File: config.mk
export PLATFORM = sky130hd
export DESIGN_NAME = morse_tx_ctrl_flat
export DESIGN_NICKNAME = d
export VERILOG_FILES = /design/src/rtl/morse_pkg.sv /design/src/rtl/morse_tx_ctrl_if.sv /design/src/rtl/morse_unit_timer.sv /design/src/rtl/morse_tx_ctrl.sv /design/src/flat_wrapper.sv
export SDC_FILE = /design/constraint.sdc
export NUM_CORES = 1
export LEC_CHECK = 0
export ABC_AREA = 0
export BUFFER_PORTS_ARGS = -buffer_cell sky130_fd_sc_hd__buf_2
export CAP_MARGIN = 0
export CORE_MARGIN = 4
export CORE_UTILIZATION = 26
export CTS_CLUSTER_DIAMETER = 80
export DETAILED_ROUTE_END_ITERATION = 16
export GPL_TIMING_DRIVEN = 0
export SLEW_MARGIN = 20
export SYNTH_ARGS = -nofsm -noshare
export SYNTH_HDL_FRONTEND = slang
export SYNTH_SLANG_ARGS = --single-unit
File: constraint.sdc
create_clock -name CLK -period 8.4 [get_ports CLK]
set_clock_uncertainty 0.15 [all_clocks]
set_input_delay 0.42 -clock CLK [delete_from_list [all_inputs] [get_ports CLK]]
set_output_delay 0.42 -clock CLK [all_outputs]
set_load 0.03 [all_outputs]
File: src/rtl/morse_pkg.sv
// Shared Morse definitions: character codes, FSM state encoding and the ITU pattern table.
package morse_pkg;

   localparam int unsigned CNT_W = 19;

   localparam logic [5:0] CODE_LAST_DIGIT = 6'd35;
   localparam logic [5:0] CODE_WORD_SPACE = 6'd36;

   localparam logic [2:0] UNITS_DOT  = 3'd1;
   localparam logic [2:0] UNITS_DASH = 3'd3;
   localparam logic [2:0] UNITS_WORD = 3'd7;

   typedef enum logic [2:0] {
      IDLE,
      MARK,
      ELEM_GAP,
      CHAR_GAP,
      WORD_GAP,
      ERR_ACK
   } state_t;

   // bits[0] is the first element sent; 1 = dash
   typedef struct packed {
      logic [2:0] len;
      logic [4:0] bits;
   } pattern_t;

   function automatic pattern_t pattern_lookup(input logic [5:0] code);
      pattern_t p;
      case (code)
         6'd0:  p = '{3'd2, 5'b00010}; // A
         6'd1:  p = '{3'd4, 5'b00001}; // B
         6'd2:  p = '{3'd4, 5'b00101}; // C
         6'd3:  p = '{3'd3, 5'b00001}; // D
         6'd4:  p = '{3'd1, 5'b00000}; // E
         6'd5:  p = '{3'd4, 5'b00100}; // F
         6'd6:  p = '{3'd3, 5'b00011}; // G
         6'd7:  p = '{3'd4, 5'b00000}; // H
         6'd8:  p = '{3'd2, 5'b00000}; // I
         6'd9:  p = '{3'd4, 5'b01110}; // J
         6'd10: p = '{3'd3, 5'b00101}; // K
         6'd11: p = '{3'd4, 5'b00010}; // L
         6'd12: p = '{3'd2, 5'b00011}; // M
         6'd13: p = '{3'd2, 5'b00001}; // N
         6'd14: p = '{3'd3, 5'b00111}; // O
         6'd15: p = '{3'd4, 5'b00110}; // P
         6'd16: p = '{3'd4, 5'b01011}; // Q
         6'd17: p = '{3'd3, 5'b00010}; // R
         6'd18: p = '{3'd3, 5'b00000}; // S
         6'd19: p = '{3'd1, 5'b00001}; // T
         6'd20: p = '{3'd3, 5'b00100}; // U
         6'd21: p = '{3'd4, 5'b01000}; // V
         6'd22: p = '{3'd3, 5'b00110}; // W
         6'd23: p = '{3'd4, 5'b01001}; // X
         6'd24: p = '{3'd4, 5'b01101}; // Y
         6'd25: p = '{3'd4, 5'b00011}; // Z
         6'd26: p = '{3'd5, 5'b11111}; // 0
         6'd27: p = '{3'd5, 5'b11110}; // 1
         6'd28: p = '{3'd5, 5'b11100}; // 2
         6'd29: p = '{3'd5, 5'b11000}; // 3
         6'd30: p = '{3'd5, 5'b10000}; // 4
         6'd31: p = '{3'd5, 5'b00000}; // 5
         6'd32: p = '{3'd5, 5'b00001}; // 6
         6'd33: p = '{3'd5, 5'b00011}; // 7
         6'd34: p = '{3'd5, 5'b00111}; // 8
         6'd35: p = '{3'd5, 5'b01111}; // 9
         default: p = '{3'd0, 5'b00000};
      endcase
      return p;
   endfunction

endpackage

File: src/rtl/morse_tx_ctrl_if.sv
// Character request handshake and key/status outputs of the Morse transmitter.
interface morse_tx_ctrl_if;
   logic        char_valid;
   logic [5:0]  char_code;
   logic        char_ready;
   logic [15:0] unit_div;
   logic        key;
   logic        busy;
   logic        err;

   modport master (
      output char_valid, char_code, unit_div,
      input  char_ready, key, busy, err
   );

   modport slave (
      input  char_valid, char_code, unit_div,
      output char_ready, key, busy, err
   );
endinterface

File: src/rtl/morse_unit_timer.sv
// Duration countdown: a load starts a span of units*d cycles; done is high in its last cycle.
module morse_unit_timer
   import morse_pkg::*;
(
   input  logic        clk,
   input  logic        rst,
   input  logic        load,
   input  logic [15:0] d,
   input  logic [2:0]  units,
   output logic        done
);

   logic [CNT_W-1:0] cnt;

   // 7 * 65535 fits in 19 bits, so the product never wraps
   always_ff @(posedge clk) begin
      if (rst) begin
         cnt <= '0;
      end else if (load) begin
         cnt <= CNT_W'(units) * CNT_W'(d) - CNT_W'(1);
      end else if (cnt != '0) begin
         cnt <= cnt - CNT_W'(1);
      end
   end

   assign done = (cnt == '0);

endmodule

File: src/rtl/morse_tx_ctrl.sv
// Morse character transmitter: accepts one code at a time and keys its dot/dash pattern
// with ITU element, character and word spacing.
module morse_tx_ctrl
   import morse_pkg::*;
(
   input logic            CLK,
   input logic            Reset,
   morse_tx_ctrl_if.slave bus
);

   state_t      state, next_state;
   pattern_t    pat, code_pat;
   logic [15:0] d_reg, d_cur;
   logic [2:0]  idx;
   logic [2:0]  units;
   logic        accept, invalid, load, done;

   assign code_pat = pattern_lookup(bus.char_code);
   assign accept   = (state == IDLE) && bus.char_valid;
   assign invalid  = (bus.char_code > CODE_WORD_SPACE);

   // The timer is loaded on the accepting edge, before d_reg holds the captured unit
   assign d_cur = (state == IDLE) ? ((bus.unit_div == 16'd0) ? 16'd1 : bus.unit_div) : d_reg;

   morse_unit_timer u_timer (
      .clk   (CLK),
      .rst   (Reset),
      .load  (load),
      .d     (d_cur),
      .units (units),
      .done  (done)
   );

   always_comb begin
      next_state = state;
      load       = 1'b0;
      units      = UNITS_DOT;
      case (state)
         IDLE: begin
            if (bus.char_valid) begin
               if (bus.char_code <= CODE_LAST_DIGIT) begin
                  next_state = MARK;
                  load       = 1'b1;
                  units      = code_pat.bits[0] ? UNITS_DASH : UNITS_DOT;
               end else if (bus.char_code == CODE_WORD_SPACE) begin
                  next_state = WORD_GAP;
                  load       = 1'b1;
                  units      = UNITS_WORD;
               end else begin
                  next_state = ERR_ACK;
               end
            end
         end
         MARK: begin
            if (done) begin
               load = 1'b1;
               if (idx == pat.len - 3'd1) begin
                  next_state = CHAR_GAP;
                  units      = UNITS_DASH;
               end else begin
                  next_state = ELEM_GAP;
                  units      = UNITS_DOT;
               end
            end
         end
         ELEM_GAP: begin
            if (done) begin
               next_state = MARK;
               load       = 1'b1;
               units      = pat.bits[idx] ? UNITS_DASH : UNITS_DOT;
            end
         end
         CHAR_GAP, WORD_GAP: begin
            if (done) next_state = IDLE;
         end
         ERR_ACK: next_state = IDLE;
         default: next_state = IDLE;
      endcase
   end

   always_ff @(posedge CLK) begin
      if (Reset) begin
         state   <= IDLE;
         idx     <= 3'd0;
         bus.key <= 1'b0;
         bus.err <= 1'b0;
      end else begin
         state   <= next_state;
         bus.key <= (next_state == MARK);
         if (accept && invalid) bus.err <= 1'b1;
         // idx advances on leaving a mark so ELEM_GAP already points at the next element
         if (accept) begin
            idx <= 3'd0;
         end else if (state == MARK && next_state == ELEM_GAP) begin
            idx <= idx + 3'd1;
         end
      end
   end

   always_ff @(posedge CLK) begin
      if (accept) begin
         d_reg <= d_cur;
         pat   <= code_pat;
      end
   end

   assign bus.char_ready = (state == IDLE) && !Reset;
   assign bus.busy       = (state != IDLE);

endmodule

File: src/flat_wrapper.sv
// flat-port wrapper written by rule: the top's interface ports become plain ports
module morse_tx_ctrl_flat import morse_pkg::*;
  (CLK, Reset, bus_char_valid, bus_char_code, bus_unit_div, bus_char_ready, bus_key, bus_busy, bus_err);
  morse_tx_ctrl_if bus_i ();
  input logic CLK;
  input logic Reset;
  input wire logic [$bits(bus_i.char_valid)-1:0] bus_char_valid;
  input wire logic [$bits(bus_i.char_code)-1:0] bus_char_code;
  input wire logic [$bits(bus_i.unit_div)-1:0] bus_unit_div;
  output wire logic [$bits(bus_i.char_ready)-1:0] bus_char_ready;
  output wire logic [$bits(bus_i.key)-1:0] bus_key;
  output wire logic [$bits(bus_i.busy)-1:0] bus_busy;
  output wire logic [$bits(bus_i.err)-1:0] bus_err;
  assign bus_i.char_valid = bus_char_valid;
  assign bus_i.char_code = bus_char_code;
  assign bus_i.unit_div = bus_unit_div;
  assign bus_char_ready = bus_i.char_ready;
  assign bus_key = bus_i.key;
  assign bus_busy = bus_i.busy;
  assign bus_err = bus_i.err;
  morse_tx_ctrl u_core (.CLK(CLK), .Reset(Reset), .bus(bus_i));
endmodule
==> After elaboration in Yosys (flattened, before gate mapping) <==
Memories as Yosys holds them, arrays and structs flattened.
Index checks and enable logic that the tools add are counted.
Widths: inputs -> output; s select.
{ "word_totals": {"reg_bits": 51, "romBits": 512, "in_bits": 25, "output_inout_bits": 4, "wordCells": 67, "n_memories": 1} }
{ "mem_list": {"columns": ["name", "words", "word_bits", "rd", "rd_ports_with_merged_regs", "write_ports", "line", "rtl"], "rows": [
  ["(no name shown)", 64, 8, 1, 0, 0, "morse_pkg.sv:30", "case (code)"]
]} }
{ "classes": {"addsub": 4, "mul": 1, "order_cmp": 3, "eq_ne": 8, "mux": 28, "n_reduce_logical": 14} }
{ "op_table": {"columns": ["op", "count"], "rows": [
  ["$mux 19", 2],
  ["$sub 19x1->19 const B", 2],
  ["$mux 16", 2],
  ["$mux 3", 10],
  ["$logic_not 19->1", 1],
  ["$mul 3x16->19", 1],
  ["$reduce_bool 19->1", 1],
  ["$logic_not 16->1", 1],
  ["$pmux 3 s4", 1],
  ["$eq 3x2->1 const B", 3],
  ["$pmux 3 s3", 1],
  ["$mux 1", 7],
  ["$eq 3x1->1 const B", 2],
  ["$eq 6x6->1 const B", 1],
  ["$gt 6x6->1 const B", 1],
  ["$le 6x6->1 const B", 1],
  ["$mux 2", 3],
  ["$reduce_or 2->1", 3],
  ["$logic_and 1x1->1", 4],
  ["$lt 3x4->1 const B", 1],
  ["$add 3x1->3 const B", 1],
  ["$bmux 1 s3", 1],
  ["$eq 3x3->1", 1],
  ["$eq 3x3->1 const B", 1],
  ["other kinds (6)", 6]
]} }

==> Longest topological paths before layout <==
Gate-level depths: netlist of the first run.
{ "depth": {"depth_word": 8, "mapped_depth": 19, "ltp_nobuf": 19} }

==> Modules after synthesis <==
From an unflattened synthesis of the first run, not the netlist that was laid out.
{ "unflattened": {"hier_cells": 556, "area_unflattened_um2": 4838.4} }
{ "modules_own_cells": {"columns": ["module", "instances", "cells_per_inst", "area_per_inst_um2", "seq_area_each_um2"], "rows": [
  ["morse_unit_timer", 1, 366, 2771.4, 380.4],
  ["morse_tx_ctrl", 1, 190, 2067.0, 880.8]
]} }

==> Worst setup path after synthesis of the first run <==
Ideal clock, no wire load.
{ "synth_timing": {"path_type": "input -> register", "from": "input bus_char_code[1]", "to": "register u_core.u_timer.cnt[17]", "setup_time_ps": 91, "arrival_ps": 4750, "required_time_ps": 8159, "setup_slack_ps": 3410, "cell_stages": 19, "path_buffers": 1, "path_cell_list": "inv_1 > ha_1 > or2_2 > a21oi_1 > o21ai_0 > a211o_1 > a31oi_2 > buf_2 > nand2_1 > ha_1 > fa_1 > inv_1 > ha_1 > nor2b_1 > o31a_1 > o311ai_1 > o211ai_1 > a21bo_2 > a311oi_1"} }
{ "synth_via": {"elab_chain_len": 8, "word_cells_on_any_way": 16, "cone_classes": "1 x add/sub; 1 x mul; 1 x order compare; 1 x eq/ne; 10 x mux; 1 x reduce/logical; 1 x memory"} }
{ "synth_rtl": {"columns": ["element", "line", "rtl"], "rows": [
  ["start: declaration", "flat_wrapper.sv:8", "input wire logic [$bits(bus_i.char_code)-1:0] bus_char_code;"],
  ["$mem_v2 64x8 / $eq 6x6->1 (equally long branches)", null, null],
  ["$mux 2 / $mux 3 (equally long branches)", "morse_tx_ctrl.sv:44, morse_tx_ctrl.sv:45", null],
  ["$mux 3", "morse_tx_ctrl.sv:41", "if (bus.char_code <= CODE_LAST_DIGIT) begin"],
  ["$mux 3", "morse_tx_ctrl.sv:40", "if (bus.char_valid) begin"],
  ["$pmux 3 s3", "morse_tx_ctrl.sv:38", "case (state)"],
  ["$mul 3x16->19", "morse_unit_timer.sv:20", "cnt <= CNT_W'(units) * CNT_W'(d) - CNT_W'(1);"],
  ["$sub 19x1->19", "morse_unit_timer.sv:20", null],
  ["$mux 19", "morse_unit_timer.sv:19", "end else if (load) begin"],
  ["end signal: assignment", "morse_unit_timer.sv:20", null],
  ["end signal: assignment", "morse_unit_timer.sv:22", "cnt <= cnt - CNT_W'(1);"],
  ["end: declaration", "morse_unit_timer.sv:13", "logic [CNT_W-1:0] cnt;"]
]} }
Parallel ways exist; a longest one is shown, timed or not.
A chain may end at the register's enable or synchronous reset.

==> Worst setup path after layout of the first run <==
{ "layout_timing": {"from": "register u_core.state[2]", "to": "register u_core.u_timer.cnt[17]"} }
{ "layout_via": {"elab_chain_len": 5, "word_cells_on_any_way": 11, "cone_classes": "1 x add/sub; 1 x mul; 2 x eq/ne; 4 x mux; 3 x reduce/logical"} }
{ "layout_rtl": {"columns": ["element", "line", "rtl"], "rows": [
  ["start: declaration", "morse_tx_ctrl.sv:11", "state_t state, next_state;"],
  ["start signal: assignment", "morse_tx_ctrl.sv:88", "state <= next_state;"],
  ["$eq 3x2->1, or another cell as far along", "morse_tx_ctrl.sv:38", null],
  ["$pmux 3 s3 / $mux 16 (equally long branches)", "morse_tx_ctrl.sv:38, morse_tx_ctrl.sv:23", null],
  ["$mul 3x16->19", "morse_unit_timer.sv:20", null],
  ["$sub 19x1->19", "morse_unit_timer.sv:20", null],
  ["$mux 19", "morse_unit_timer.sv:19", null]
]} }
Parallel ways exist; a longest one is shown, timed or not.

==> results of run 1 <==
==> layout by cell type, fill, tap and decap left out, drive strengths merged, types with 3 or more instances in the layout <==
| master | count |
|---|---|
| o21ai | 14 |
| mux2 | 15 |
| o31ai | 3 |
| nor3b | 7 |
| o21a | 7 |
| nand2 | 68 |
| o211ai | 8 |
| nand4 | 7 |
| buf | 34 |
| nor4 | 9 |
| clkbuf | 18 |
| or3 | 7 |
| nor2 | 27 |
| a21oi | 35 |
| dfxtp | 27 |
| a211oi | 12 |
| nand2b | 5 |
| inv | 62 |
| fa | 15 |
| nor3 | 21 |
| a211o | 5 |
| and3 | 3 |
| a21o | 9 |
| edfxtp | 24 |
| nand3b | 5 |
| a31oi | 5 |
| o22ai | 4 |
| or4 | 3 |
| ha | 46 |
| xor2 | 11 |
| xnor2 | 17 |
| nand3 | 11 |
| nor2b | 7 |
| mux2i | 4 |
| nor4b | 3 |
==> layout make-up <==
type,count,area share (%)
clock inverters,2,0.281
well taps,229,5.35
inverters,61,4.28
flip-flops and latches,51,23.6
plain buffers,20,1.52
multi-input cells,422,60.0
clock buffers,6,2.60
repair buffers,26,2.43
==> power groups by stage <==
stage	registers (mW)	logic [mW]	clock network, mW
CTS	0.367	0.891	0.223
finish	0.367	0.890	0.215
floorplan	0.367	0.689	0
global route	0.375	1.01	0.230
detailed placement	0.373	0.884	0
global placement	0.372	0.879	0
==> critical path: cells and delay by family (launching register included) <==
kind,cells,cell delay [ps]
buf+inv,4,630
flops,1,300
compound gates,6,1980
fa+ha+maj,3,1140
simple gates,5,1680
==> logic make-up after synthesis <==
family          share of synthesized area [%]
simple gates                             20.7
compound gates                           17.6
buf+inv                                  6.49
fa+ha+maj                                18.3
flops                                    26.4
xor+xnor                                 5.13
mux                                      5.31
==> per-layer routing <==
metal	global-route usage (%)	wire length [um]	up-vias
met3	1.10	271	13
met1	15.9	5590	1842
met5	0	0	-
li1	-	-	2053
met2	19.1	5220	67
met4	3.57	182	0
==> worst max path at each step <==
stage	startpoint	end	slack, ps	cells past startpoint
3_5_place_dp	u_core.state[2]	u_core.u_timer.cnt[17]	2410	18
5_1_grt	u_core.state[2]	u_core.u_timer.cnt[17]	1950	18
3_3_place_gp	bus_char_code[0]	u_core.u_timer.cnt[17]	2470	20
6_report	u_core.state[2]	u_core.u_timer.cnt[17]	2440	18
2_1_floorplan	bus_char_code[1]	u_core.u_timer.cnt[17]	3410	19
4_1_cts	u_core.state[2]	u_core.u_timer.cnt[17]	2390	18
==> stage by stage <==
step	instances	setup WS [ps]	utilization, %
floorplan	554	3410	-
global placement	809	2470	28.8
detailed placement	809	2410	28.8
CTS	817	2390	29.7
global route	817	1950	29.7
finish	817	2440	29.7
==> flow_summary.json, run 1 <==
{
  "max_stage_delay_ps": 710,
  "hold_buffers": 0,
  "hold_viol": 0,
  "multiInputGateArea_um2": 3210,
  "fmax_mhz": 168,
  "ys_top_cells_by_area": "edfxtp_1 (15%), ha_1 (12%), dfxtp_1 (11%), fa_1 (6.3%), nand2_1 (5.3%)",
  "drt_pre_antenna_iters": 4,
  "rr_worst_depth": 18,
  "p_clk_share_pct": 14.6,
  "synth_warnings": 0,
  "r2r-end": "u_core.u_timer.cnt[17]",
  "async_flop_share_pct": 0,
  "synth_commonest_cells": "nand2_1 (68), inv_1 (59), ha_1 (46), a21oi_1 (35), dfxtp_1 (27)",
  "min_period_ps": 5960,
  "fin_area_um2": 5350,
  "syn_to_final_growth_pct": 11.9,
  "via_per_inst": 4.87,
  "synth_edf_count": 24,
  "synthCells": 554,
  "avgRoutedWirePerCell_um": 13.8,
  "final-seq-area_um2": 1260,
  "io_pins": 29,
  "grt_overflow": 0,
  "finalSetupViolCount": 0,
  "root_buffer": "clkbuf_16",
  "postCtsSetupRepairBufs": 0,
  "p_per_area_nw_per_um2": 275,
  "cts_resized": 0,
  "swShare_pct": 44.7,
  "grt_pass1_wl_mm": 19.6,
  "internal_power_mw": 0.814,
  "largest_reg_flops": 19,
  "ys.flop_type": "dfxtp_1",
  "power_frac_seq_pct": 24.9,
  "switchingPower_mw": 0.658,
  "synth-seq-area-share_pct": 26.4,
  "cpMaxStageDelayCell": "nor3_1",
  "critPathMaxFanout": 10,
  "port_buffers": 26,
  "grt_setup_unrepaired": "false",
  "worst_pin_slew_ps": 864,
  "clock-sinks": 51,
  "nFillCells": 1973,
  "synth_area_um2": 4780,
  "wl_mm": 11.3,
  "slew_headroom_pct": 41.9,
  "grt_util_all_layers_pct": 11.5,
  "peakVddDrop_v": 0.000120,
  "yosysMostFrequentCell": "nand2_1",
  "clock_latency_ps": 290,
  "dieArea_um2": 20600,
  "cts_htree_levels": 2,
  "tns_ps": 0,
  "hold_slack_ps": 353,
  "period_share_pct": 71.0,
  "max_cap_violations": 0,
  "vias": 3975,
  "whs_endpoint": "u_core.u_timer.cnt[15]",
  "maxSlewViolCount": 0,
  "ant_nets": 0,
  "synth_top_area_share_pct": 15.1,
  "clkTransAtPathRegs_ps": 70,
  "reg2reg_from": "u_core.state[2]",
  "worst_ep_arrival_time_ps": 6020,
  "ys_types": 69,
  "fin_nets": 673,
  "cts_made_buffers": 5,
  "std_cell_rows": 49,
  "cp-end-kind": "flip-flop",
  "die_w_um": 144,
  "hpwl_mm": 9.05,
  "yosysTopAreaCell": "edfxtp_1",
  "reg2reg_slack_ps": 2440,
  "path_class": "flip-flop to flip-flop",
  "clockBufferDepth": 2,
  "antenna_found_initial": 0,
  "drive_gt1_share_pct": 11.9,
  "core_um2": 18000,
  "ys_seq_elements": 51,
  "gp_congestion": 0.855,
  "drcViolationCount": 0,
  "start_util_pct": 26.5,
  "min_path_type": "input port to flip-flop",
  "leakagePower_nw": 2.17,
  "syn_area_per_cell_um2": 8.63,
  "placed_cell_area_um2": 5200,
  "run_status": "complete, no violations",
  "crit_chain": "buf_2, nor3_1, nand2_1, nor2_2, inv_1, a31oi_2, buf_2, nand2_1, ha_1, fa_1, inv_1, ha_1, nor2b_1, o31a_1, o311ai_1, o211ai_1, a21bo_2, a311oi_1",
  "drt_iter0_markers": 174,
  "hold_start": "Reset",
  "start_kind": "flip-flop",
  "synth_nets": 640,
  "fp.dieH_um": 144,
  "cts_tree": "yes",
  "critPathRequiredTime_ps": 8460,
  "first_global_vias": 4013,
  "hold_path_depth": 3,
  "grt_max_degree": 32,
  "antenna_cells": 0,
  "combPwrFrac_pct": 60.5,
  "power.total_mw": 1.47
}
Power figures use the tool's default switching activity.
==> inputs of run 2 (changes only) <==
==> constraint.sdc (replaced) <==
create_clock -name CLK -period 5.6 [get_ports CLK]
set_clock_uncertainty 0.15 [all_clocks]
set_input_delay 0.28 -clock CLK [delete_from_list [all_inputs] [get_ports CLK]]
set_output_delay 0.28 -clock CLK [all_outputs]
set_load 0.03 [all_outputs]
==> run 2 against run 1 <==
Fmax rose by 15%. Combinational power rose by 52%. Sequential cell count unchanged. Highest routed layer unchanged. Sequential share of layout area shrank 0.20 points. Core utilization up 0.25 points.
==> flow_summary.json, run 2 (synthesis results as in run 1) <==
{
  "run_status": "complete, no violations",
  "power.total_mw": 2.22,
  "p_per_area_nw_per_um2": 412,
  "min_period_ps": 5190,
  "final_common_cell": "nand2_1",
  "cp.depth": 19,
  "worst_pin_slew_ps": 671,
  "avgRoutedWirePerCell_um": 13.8,
  "drive_gt1_share_pct": 12.6,
  "grt_util_all_layers_pct": 11.5,
  "fin_nets": 673,
  "gp_congestion": 0.855,
  "die_w_um": 144,
  "antenna_found_initial": 0,
  "leakagePower_nw": 2.18,
  "cts_made_buffers": 5,
  "clock_latency_ps": 290,
  "crit_family": "compound AO/OA/AOI/OAI gates",
  "hold_path_depth": 3,
  "postCtsSetupRepairBufs": 0,
  "finalSetupViolCount": 0,
  "start_util_pct": 26.5,
  "largest_reg_flops": 19,
  "min_path_type": "input port to flip-flop",
  "wl_mm": 11.3,
  "max_cap_violations": 0,
  "start_kind": "flip-flop",
  "vias": 3992,
  "maxSlewViolCount": 0,
  "via_per_inst": 4.89,
  "clock-sinks": 51,
  "final_cell_mix": "nand2_1 (68), inv_1 (59), ha_1 (46)",
  "fin_area_um2": 5400,
  "core_um2": 18000,
  "crit_chain": "inv_1, ha_1, nor4b_2, nand3_1, nor2_1, o211ai_1, a31oi_4, buf_2, nand2_1, ha_1, fa_1, inv_1, ha_1, nor2b_1, o31a_1, o311ai_2, o211ai_1, a21bo_2, a311oi_1",
  "cp-end-kind": "flip-flop",
  "ant_nets": 0,
  "drt_pre_antenna_iters": 4,
  "grt_overflow": 0,
  "io_pins": 29,
  "critPathRequiredTime_ps": 5660,
  "fp.dieH_um": 144,
  "period_share_pct": 92.7,
  "root_buffer": "clkbuf_16",
  "fin_cells": 817,
  "placed_cell_area_um2": 5200,
  "slew_headroom_pct": 55.2,
  "clockBufferDepth": 2,
  "drt_iter0_markers": 186,
  "worst_ep_arrival_time_ps": 5250,
  "drcViolationCount": 0,
  "syn_to_final_growth_pct": 12.9,
  "rr_worst_depth": 19,
  "grt_pass1_wl_mm": 19.7,
  "grt_max_degree": 32,
  "cts_tree": "yes",
  "grt_setup_unrepaired": "false",
  "tns_ps": 0,
  "hold_viol": 0,
  "cts_htree_levels": 2,
  "path_class": "flip-flop to flip-flop",
  "cpMaxStageDelayCell": "fa_1",
  "crit_top_cell": "ha_1",
  "dp_cells": 809,
  "clkTransAtPathRegs_ps": 70,
  "port_buffers": 26,
  "max_stage_delay_ps": 500,
  "antenna_cells": 0,
  "hpwl_mm": 9.05,
  "dieArea_um2": 20600,
  "fmax_mhz": 193,
  "first_global_vias": 4018,
  "critPathMaxFanout": 10,
  "hold_slack_ps": 210,
  "peakVddDrop_v": 0.000180,
  "path_buf_inv": 3,
  "std_cell_rows": 49
}
run 2: power breakdown:
part	internal [mW]	switching, mW
Sequential	0.493	0.0613
Combinational	0.557	0.789
Clock	0.179	0.144
Total	1.23	0.994
run 2: what timing repair did:
item / CTS / global route
cloned: 0 / 0
endpoints found under the hold margin: 0 / 0
setup endpoints to repair: 7 / 6
hold buffers: 0 / 0
gates resized for setup: 2 / 5
run 2: worst paths after layout:
kind                              start                endpoint  slack, ps
setup reg to reg  u_core.u_timer.cnt[0]  u_core.u_timer.cnt[17]        410
setup / recovery  u_core.u_timer.cnt[0]  u_core.u_timer.cnt[17]        410
hold reg to reg          u_core.bus.err          u_core.bus.err        360
hold / removal                    Reset  u_core.u_timer.cnt[15]        210
run 2: per-layer routing:
metal	share of wire, %	vias to the layer above	GRT usage [%]
met5	0	-	0
met4	1.8	0	3.57
met3	2.8	14	1.10
met2	46	60	19.1
met1	49	1860	15.9
li1	-	2058	-
run 2: cell type report:
cell class                 instances  area (um2)
multi-input combinational        422        3250
sequential                        51        1260
buffer                            20        81.3
fill                            1962       12600
tap                              229         287
clock inverter                     2        15.0
inverter                          61         229
timing repair buffer              26         130
clock buffer                       6         139
run 2: metrics by stage:
| stage | util (%) | worst slack [ps] |
|---|---|---|
| finish | 29.9 | 407 |
| CTS | 29.8 | 23.5 |
| global route | 29.9 | 36.0 |
| detailed placement | 28.8 | -387 |
| floorplan | - | 750 |
| global placement | 28.8 | -316 |
run 2: worst min-delay path, stage by stage:
cell and delay [ps]:
buf_2 130, or4_1 130, o31ai_1 60
